===== src/rtl/kf_pkg.sv =====
// Shared constants, FSM encoding and fixed-point helpers for the Kalman tracker.
// Helpers work on a 64-bit two's-complement carrier, so W must stay <= 31.
package kf_pkg;

    localparam int unsigned KF_W    = 24;
    localparam int unsigned KF_FRAC = 14;
    localparam longint      SM_MAX  = (longint'(1) <<< (KF_W - 1)) - 1;

    typedef enum logic [2:0] {StIdle, StPred, StCorr, StUpd, StOut} kf_state_e;

    typedef logic signed [63:0] kf_wide_t;

    function automatic kf_wide_t sm_max(input int unsigned w);
        return (kf_wide_t'(1) <<< (w - 1)) - kf_wide_t'(1);
    endfunction

    function automatic kf_wide_t sat_w(input kf_wide_t x, input int unsigned w);
        kf_wide_t lim;
        lim = sm_max(w);
        if (x > lim) return lim;
        if (x < -lim) return -lim;
        return x;
    endfunction

    // Negative zero folds to 0 because the magnitude is masked before negation.
    function automatic kf_wide_t sm_to_tc(input logic [63:0] sm, input int unsigned w);
        kf_wide_t   mag;
        logic [63:0] neg;
        mag = $signed(sm) & sm_max(w);
        neg = (sm >> (w - 1)) & 64'd1;
        return (neg != 64'd0) ? -mag : mag;
    endfunction

    function automatic logic [63:0] tc_to_sm(input kf_wide_t x, input int unsigned w);
        logic [63:0] sign;
        sign = 64'd1 << (w - 1);
        if (x < 0) return sign | $unsigned(-x);
        return $unsigned(x);
    endfunction

    function automatic kf_wide_t mul_q(input kf_wide_t a, input kf_wide_t b,
                                       input int unsigned w, input int unsigned frac);
        kf_wide_t prod;
        prod = a * b + (kf_wide_t'(1) <<< (frac - 1));
        return sat_w(prod >>> frac, w);
    endfunction

endpackage


===== src/rtl/kf_qmul.sv =====
// Combinational signed W x W Q(FRAC) multiply: round half-up, shift, symmetric saturate.
module kf_qmul
    import kf_pkg::*;
#(
    parameter int unsigned W    = KF_W,
    parameter int unsigned FRAC = KF_FRAC
) (
    input  logic signed [W-1:0] i_a,
    input  logic signed [W-1:0] i_b,
    output logic signed [W-1:0] o_p
);

    assign o_p = W'(mul_q(kf_wide_t'(i_a), kf_wide_t'(i_b), W, FRAC));

endmodule


===== src/rtl/kf_track_mc.sv =====
// Time-multiplexed multi-channel steady-state position/velocity Kalman tracker.
// One shared Q(FRAC) multiplier serves PRED (dt*v), CORR (K1*r) and UPD (K2*r).
module kf_track_mc
    import kf_pkg::*;
#(
    parameter int unsigned W    = KF_W,
    parameter int unsigned FRAC = KF_FRAC,
    parameter int unsigned NCH  = 4,
    parameter int unsigned CHW  = 2
) (
    input  logic           clk,
    input  logic           rst_n,
    input  logic           clr,
    input  logic [W-1:0]   cfg_k1,
    input  logic [W-1:0]   cfg_k2,
    input  logic [W-1:0]   cfg_dt,
    input  logic           in_valid,
    output logic           in_ready,
    input  logic [CHW-1:0] in_ch,
    input  logic [W-1:0]   in_meas,
    output logic           out_valid,
    input  logic           out_ready,
    output logic [CHW-1:0] out_ch,
    output logic [W-1:0]   out_pos,
    output logic [W-1:0]   out_vel,
    output logic           err_ch
);

    // State arrays cover every encodable id; slots >= NCH are never written.
    localparam int unsigned  NSLOT = 1 << CHW;
    localparam logic [CHW:0] NCH_L = (CHW + 1)'(NCH);

    typedef logic signed [W-1:0] tc_t;

    kf_state_e        r_state, w_state_d;
    logic [CHW-1:0]   r_ch;
    tc_t              r_z, r_k1, r_k2, r_dt, r_pp, r_r, r_m1;
    logic             r_kill;
    tc_t              r_p [NSLOT];
    tc_t              r_v [NSLOT];
    logic [NSLOT-1:0] r_init;
    logic [CHW-1:0]   r_out_ch;
    logic [W-1:0]     r_out_pos, r_out_vel;
    logic             r_err;

    logic w_bad_ch, w_accept;
    tc_t  w_p_cur, w_v_cur, w_pp, w_r, w_ma, w_mb, w_prod, w_p_new, w_v_new;

    assign w_bad_ch = ({1'b0, in_ch} >= NCH_L);
    assign w_accept = (r_state == StIdle) && in_valid && !w_bad_ch;
    assign w_p_cur  = r_p[r_ch];
    assign w_v_cur  = r_v[r_ch];
    assign w_pp     = tc_t'(sat_w(kf_wide_t'(w_p_cur) + kf_wide_t'(w_prod), W));
    assign w_r      = tc_t'(sat_w(kf_wide_t'(r_z) - kf_wide_t'(r_pp), W));

    always_comb begin
        w_ma = r_k2;
        w_mb = r_r;
        case (r_state)
            StPred: begin
                w_ma = r_dt;
                w_mb = w_v_cur;
            end
            StCorr: begin
                w_ma = r_k1;
                w_mb = w_r;
            end
            default: ;
        endcase
    end

    kf_qmul #(
        .W    (W),
        .FRAC (FRAC)
    ) u_qmul (
        .i_a (w_ma),
        .i_b (w_mb),
        .o_p (w_prod)
    );

    always_comb begin
        w_p_new = tc_t'(sat_w(kf_wide_t'(r_pp) + kf_wide_t'(r_m1), W));
        w_v_new = tc_t'(sat_w(kf_wide_t'(w_v_cur) + kf_wide_t'(w_prod), W));
        if (!r_init[r_ch]) begin
            w_p_new = r_z;
            w_v_new = '0;
        end
    end

    always_comb begin
        w_state_d = r_state;
        case (r_state)
            StIdle:  if (w_accept) w_state_d = StPred;
            StPred:  w_state_d = StCorr;
            StCorr:  w_state_d = StUpd;
            StUpd:   w_state_d = StOut;
            StOut:   if (out_ready) w_state_d = StIdle;
            default: w_state_d = StIdle;
        endcase
    end

    always_ff @(posedge clk or negedge rst_n) begin
        if (!rst_n) begin
            r_state   <= StIdle;
            r_ch      <= '0;
            r_z       <= '0;
            r_k1      <= '0;
            r_k2      <= '0;
            r_dt      <= '0;
            r_pp      <= '0;
            r_r       <= '0;
            r_m1      <= '0;
            r_kill    <= 1'b0;
            r_out_ch  <= '0;
            r_out_pos <= '0;
            r_out_vel <= '0;
            r_err     <= 1'b0;
        end else begin
            r_state <= w_state_d;
            if ((r_state == StIdle) && in_valid && w_bad_ch) r_err <= 1'b1;
            if (w_accept) begin
                r_ch   <= in_ch;
                r_z    <= tc_t'(sm_to_tc(64'(in_meas), W));
                r_k1   <= tc_t'(sm_to_tc(64'(cfg_k1), W));
                r_k2   <= tc_t'(sm_to_tc(64'(cfg_k2), W));
                r_dt   <= tc_t'(sm_to_tc(64'(cfg_dt), W));
                r_kill <= 1'b0;
            end else if (clr && (r_state inside {StPred, StCorr, StUpd})) begin
                // A clear while in flight still yields a result but no writeback.
                r_kill <= 1'b1;
            end
            if (r_state == StPred) r_pp <= w_pp;
            if (r_state == StCorr) begin
                r_r  <= w_r;
                r_m1 <= w_prod;
            end
            if (r_state == StUpd) begin
                r_out_ch  <= r_ch;
                r_out_pos <= W'(tc_to_sm(kf_wide_t'(w_p_new), W));
                r_out_vel <= W'(tc_to_sm(kf_wide_t'(w_v_new), W));
            end
        end
    end

    always_ff @(posedge clk or negedge rst_n) begin
        if (!rst_n) begin
            for (int i = 0; i < int'(NSLOT); i++) begin
                r_p[i] <= '0;
                r_v[i] <= '0;
            end
            r_init <= '0;
        end else if (clr) begin
            for (int i = 0; i < int'(NSLOT); i++) begin
                r_p[i] <= '0;
                r_v[i] <= '0;
            end
            r_init <= '0;
        end else if ((r_state == StUpd) && !r_kill) begin
            r_p[r_ch]    <= w_p_new;
            r_v[r_ch]    <= w_v_new;
            r_init[r_ch] <= 1'b1;
        end
    end

    assign in_ready  = rst_n && (r_state == StIdle);
    assign out_valid = (r_state == StOut);
    assign out_ch    = r_out_ch;
    assign out_pos   = r_out_pos;
    assign out_vel   = r_out_vel;
    assign err_ch    = r_err;

endmodule


===== config.mk =====
export PLATFORM = sky130hd
export DESIGN_NAME = kf_track_mc
export DESIGN_NICKNAME = d
export VERILOG_FILES = /design/src/rtl/kf_pkg.sv /design/src/rtl/kf_qmul.sv /design/src/rtl/kf_track_mc.sv
export SDC_FILE = /design/constraint.sdc
export NUM_CORES = 2
export LEC_CHECK = 0
export ABC_CLOCK_PERIOD_IN_PS = 14630
export CAP_MARGIN = 30
export CELL_PAD_IN_SITES_DETAIL_PLACEMENT = 0
export CELL_PAD_IN_SITES_GLOBAL_PLACEMENT = 1
export CORE_ASPECT_RATIO = 1.75
export CORE_MARGIN = 10
export CORE_UTILIZATION = 30
export DETAILED_ROUTE_END_ITERATION = 7
export GPL_TIMING_DRIVEN = 0
export PLACE_DENSITY = 0.57
export SETUP_SLACK_MARGIN = 0.15
export SYNTH_ARGS = -nofsm -noshare
export SYNTH_HDL_FRONTEND = slang
export SYNTH_HIERARCHICAL = 1
export SYNTH_SLANG_ARGS = --single-unit

===== constraint.sdc =====
create_clock -name clk -period 14.63 [get_ports clk]
set_input_delay 1.463 -clock clk [delete_from_list [all_inputs] [get_ports clk]]
set_output_delay 1.463 -clock clk [all_outputs]
set_load 0.05 [all_outputs]

==> impl_results.md <==
- Status: complete, but fails checks
- Failing checks: negative setup slack
- Ys async rst share: 1.00
- Root buffer cell: clkbuf_16
- Clock Tree Buf Depth: 3
- Worst slew pin tran: 1.13 ns
- Ports: 156
- Yosys top cell area share: 0.255
- Commonest non-fill, non-tap cell in the layout: nand2_1
- Max Fclk: 0.0628 GHz
- First-pass GRT wire length: 317 mm
- Clk sink count: 420
- Synthesized Nets: around 6.4k
- Synth cell types: 106
- Vias in the first global route: 46.0k
- Syn_area_per_cell: roughly 8.9 sq um
- Hold path depth: 2
- Remaining antenna violation count: 0
- GR Overflow Total: 0
- TritonCTS buffer count: 40
- Slowest-stage cell, CP: fa_2
- Largest net degree at the start of global routing: 113
- Worst EP required: roughly 15 ns
- Max Fanout on Critical Path: 7
- Util after Layout: 0.372
- CP most frequent cell: inv_2
- First-pass DRT Iterations: 5
- Die Area: 0.179 sq mm
- Top cells by area, synth: fa_1, dfrtp_1, nand2_1
- Post-route cell area: 0.0600 sq mm
- Worst-path clk slew: 0.07 ns
- Starting DRT DRC Count: 2067
- Tmin final: between 15 and 20 ns
- Clock latency on the worst-skew pair: between 0.6 and 0.7 ns
- Hold Path Class: reg -> reg
- Antenna violations before repair: 4
- Worst R2R Path Depth: 70
- Synth Instances: roughly 5.5k
- H-tree depth: 2
- Total track usage: 0.241
- Mapped Area: 0.0486 sq mm
- # setup viols final: 96
- Most frequent cells in the layout: nand2_1, inv_1, fa_1, dfrtp_1, o21ai_0
- Ys Warns: 6
- Area Overhead vs Synth: 23.5%
- Via count: 42.5k
- Die height: 552 um
- Max Slew Vio Count: 0
- Final worst slack: -1.29 ns
- Register bit total from synthesis: 420
- Final Cycle Share: 1.09
- CP Launch Type: register
- Predominant post-synthesis flop cell: dfrtp_1
- TritonCTS clock tree: built
- Max-Slew Margin vs Limit: 0.244
- Largest stage delay, worst path: roughly 0.56 ns
- Critical path class: reg -> reg
- Clock Skew: 0.0260 ns
- Core Region: 0.161 sq mm
- Post-DP Area: 0.0537 sq mm
- Arr. time, crit path: 16.39 ns
- EDFF count, synth: 0
- CP endpoint kind: register
- Die X-Extent: 324 um
- Detailed placement HPWL: 182 mm
- Fin nets: just under 7k
- Fraction of layout cells with a size suffix above 1: 0.166
- Wire per inst: 26.6 um
- RD Place Congestion: roughly 0.96
- Number of I/O port buffers: between 150 and 200
- Residual DRC count: 0
- Seq/Total Area, Yosys: 0.216
- RSZ-0062 raised after global routing: yes
- Rows: 195
- Max-cap violations: 0
- Mean number of vias per cell: 5.21
- Initial Util: 0.301
- Final wirelength: 217 mm
- Hold Vio Cnt, Final: 0
- Area leader, netlist: fa_1
==> worst paths after layout <==
path                       startpoint           to  slack (ns)
setup / recovery               r_z[0]  out_vel[12]       -1.29
setup reg to reg               r_z[0]  out_vel[12]       -1.29
min in group asynchronous       rst_n  out_pos[17]        0.77
max in group asynchronous       rst_n     r_dt[20]       11.81
hold / removal                r_r[16]      r_r[16]        0.47
hold reg to reg               r_r[16]      r_r[16]        0.47
==> worst max-delay path, delay by kind of cell, from the launching register on <==
kind	cells	cell delay (ns)
XOR/XNOR	3	0.55
AO/OA/AOI/OAI	22	4.80
flip-flops	1	0.41
adder cells (fa/ha/maj)	12	4.99
AND/OR/NAND/NOR	13	2.84
buffers and inverters	20	2.16
==> what timing repair did <==
item                       4_1_cts  5_1_grt
pin swaps                      214      137
hold buffers                     0        0
gates cloned                     3        1
setup buffers                  175       76
setup endpoints to repair      167      144
resized for setup              541      227
==> synth_stat cells, types with 11 or more instances <==
cell	number
nor4_1	26
a22oi_1	36
a21oi_1	203
clkbuf_1	233
o21ai_1	24
and3_1	25
nor2b_1	18
a31oi_1	35
maj3_1	23
nand4_1	29
nor3_1	43
or3_1	34
or2_2	15
or4_1	19
mux2i_1	11
and2_1	284
o21bai_1	23
inv_1	713
fa_1	618
nor2_1	181
buf_1	33
a22o_1	70
o21ai_0	419
mux4_2	48
a211o_1	16
nand2_1	967
a211oi_1	26
ha_1	231
nand3_1	58
o21a_1	28
a21o_1	42
dfrtp_1	420
xor2_1	142
buf_2	13
xnor2_1	84
o31ai_1	30
nand2b_1	23
o211ai_1	38
==> routing by layer <==
| metal | part of all wire | track usage | up-vias |
|---|---|---|---|
| met1 | 0.33 | 0.238 | 21864 |
| met3 | 0.034 | 0.0230 | 538 |
| li1 | - | - | 18979 |
| met4 | 0.091 | 0.164 | 0 |
| met5 | 0 | 0 | - |
| met2 | 0.54 | 0.463 | 1151 |
==> metrics by stage <==
stage / cells / TNS [ns] / hold slack [ns] / worst slack, ns
after floorplan: 5483 / -0.225 / 0.439 / -0.106
after global placement: 7803 / -3951.67 / 0.454 / -7.82
after detailed placement: 7841 / -605.08 / 0.457 / -5.35
after CTS: 8092 / -44.23 / 0.473 / -1.23
after global routing: 8169 / -89.72 / 0.494 / -1.69
final: 8171 / -41.12 / 0.469 / -1.29
==> state kept, by name (all words and copies together) (netlist names), 3 cells and up <==
register and flops:
r_m1 24, out_pos 24, r_r 24, r_k2 24, r_z 24, r_pp 24
r_state 3, r_dt 24, r_init 4, r_v 96, r_k1 24, r_p 96
out_vel 24
==> final cells by class <==
| class | count | area [sq um] |
|---|---|---|
| antenna | 3 | 7.51 |
| buffer | 282 | 1640 |
| clock buffer | 54 | 1160 |
| clock inverter | 20 | 223 |
| fill | 16814 | 101000 |
| inverter | 714 | 2710 |
| multi-input combinational | 4065 | 36900 |
| sequential | 420 | 10500 |
| tap | 2167 | 2710 |
| timing repair buffer | 446 | 4130 |
==> kinds of logic after synthesis <==
group | synth area share
and+or+nand+nor | 0.168
buffers and inverters | 0.0780
xor gates and xnor gates | 0.0407
other | 0.0000771
muxes | 0.0245
AOI/OAI and AO/OA | 0.153
DFF | 0.216
adders and majority gates | 0.319
Power is not shown: default switching activity piles up to over one toggle a cycle in this logic, so the estimate is an artifact.
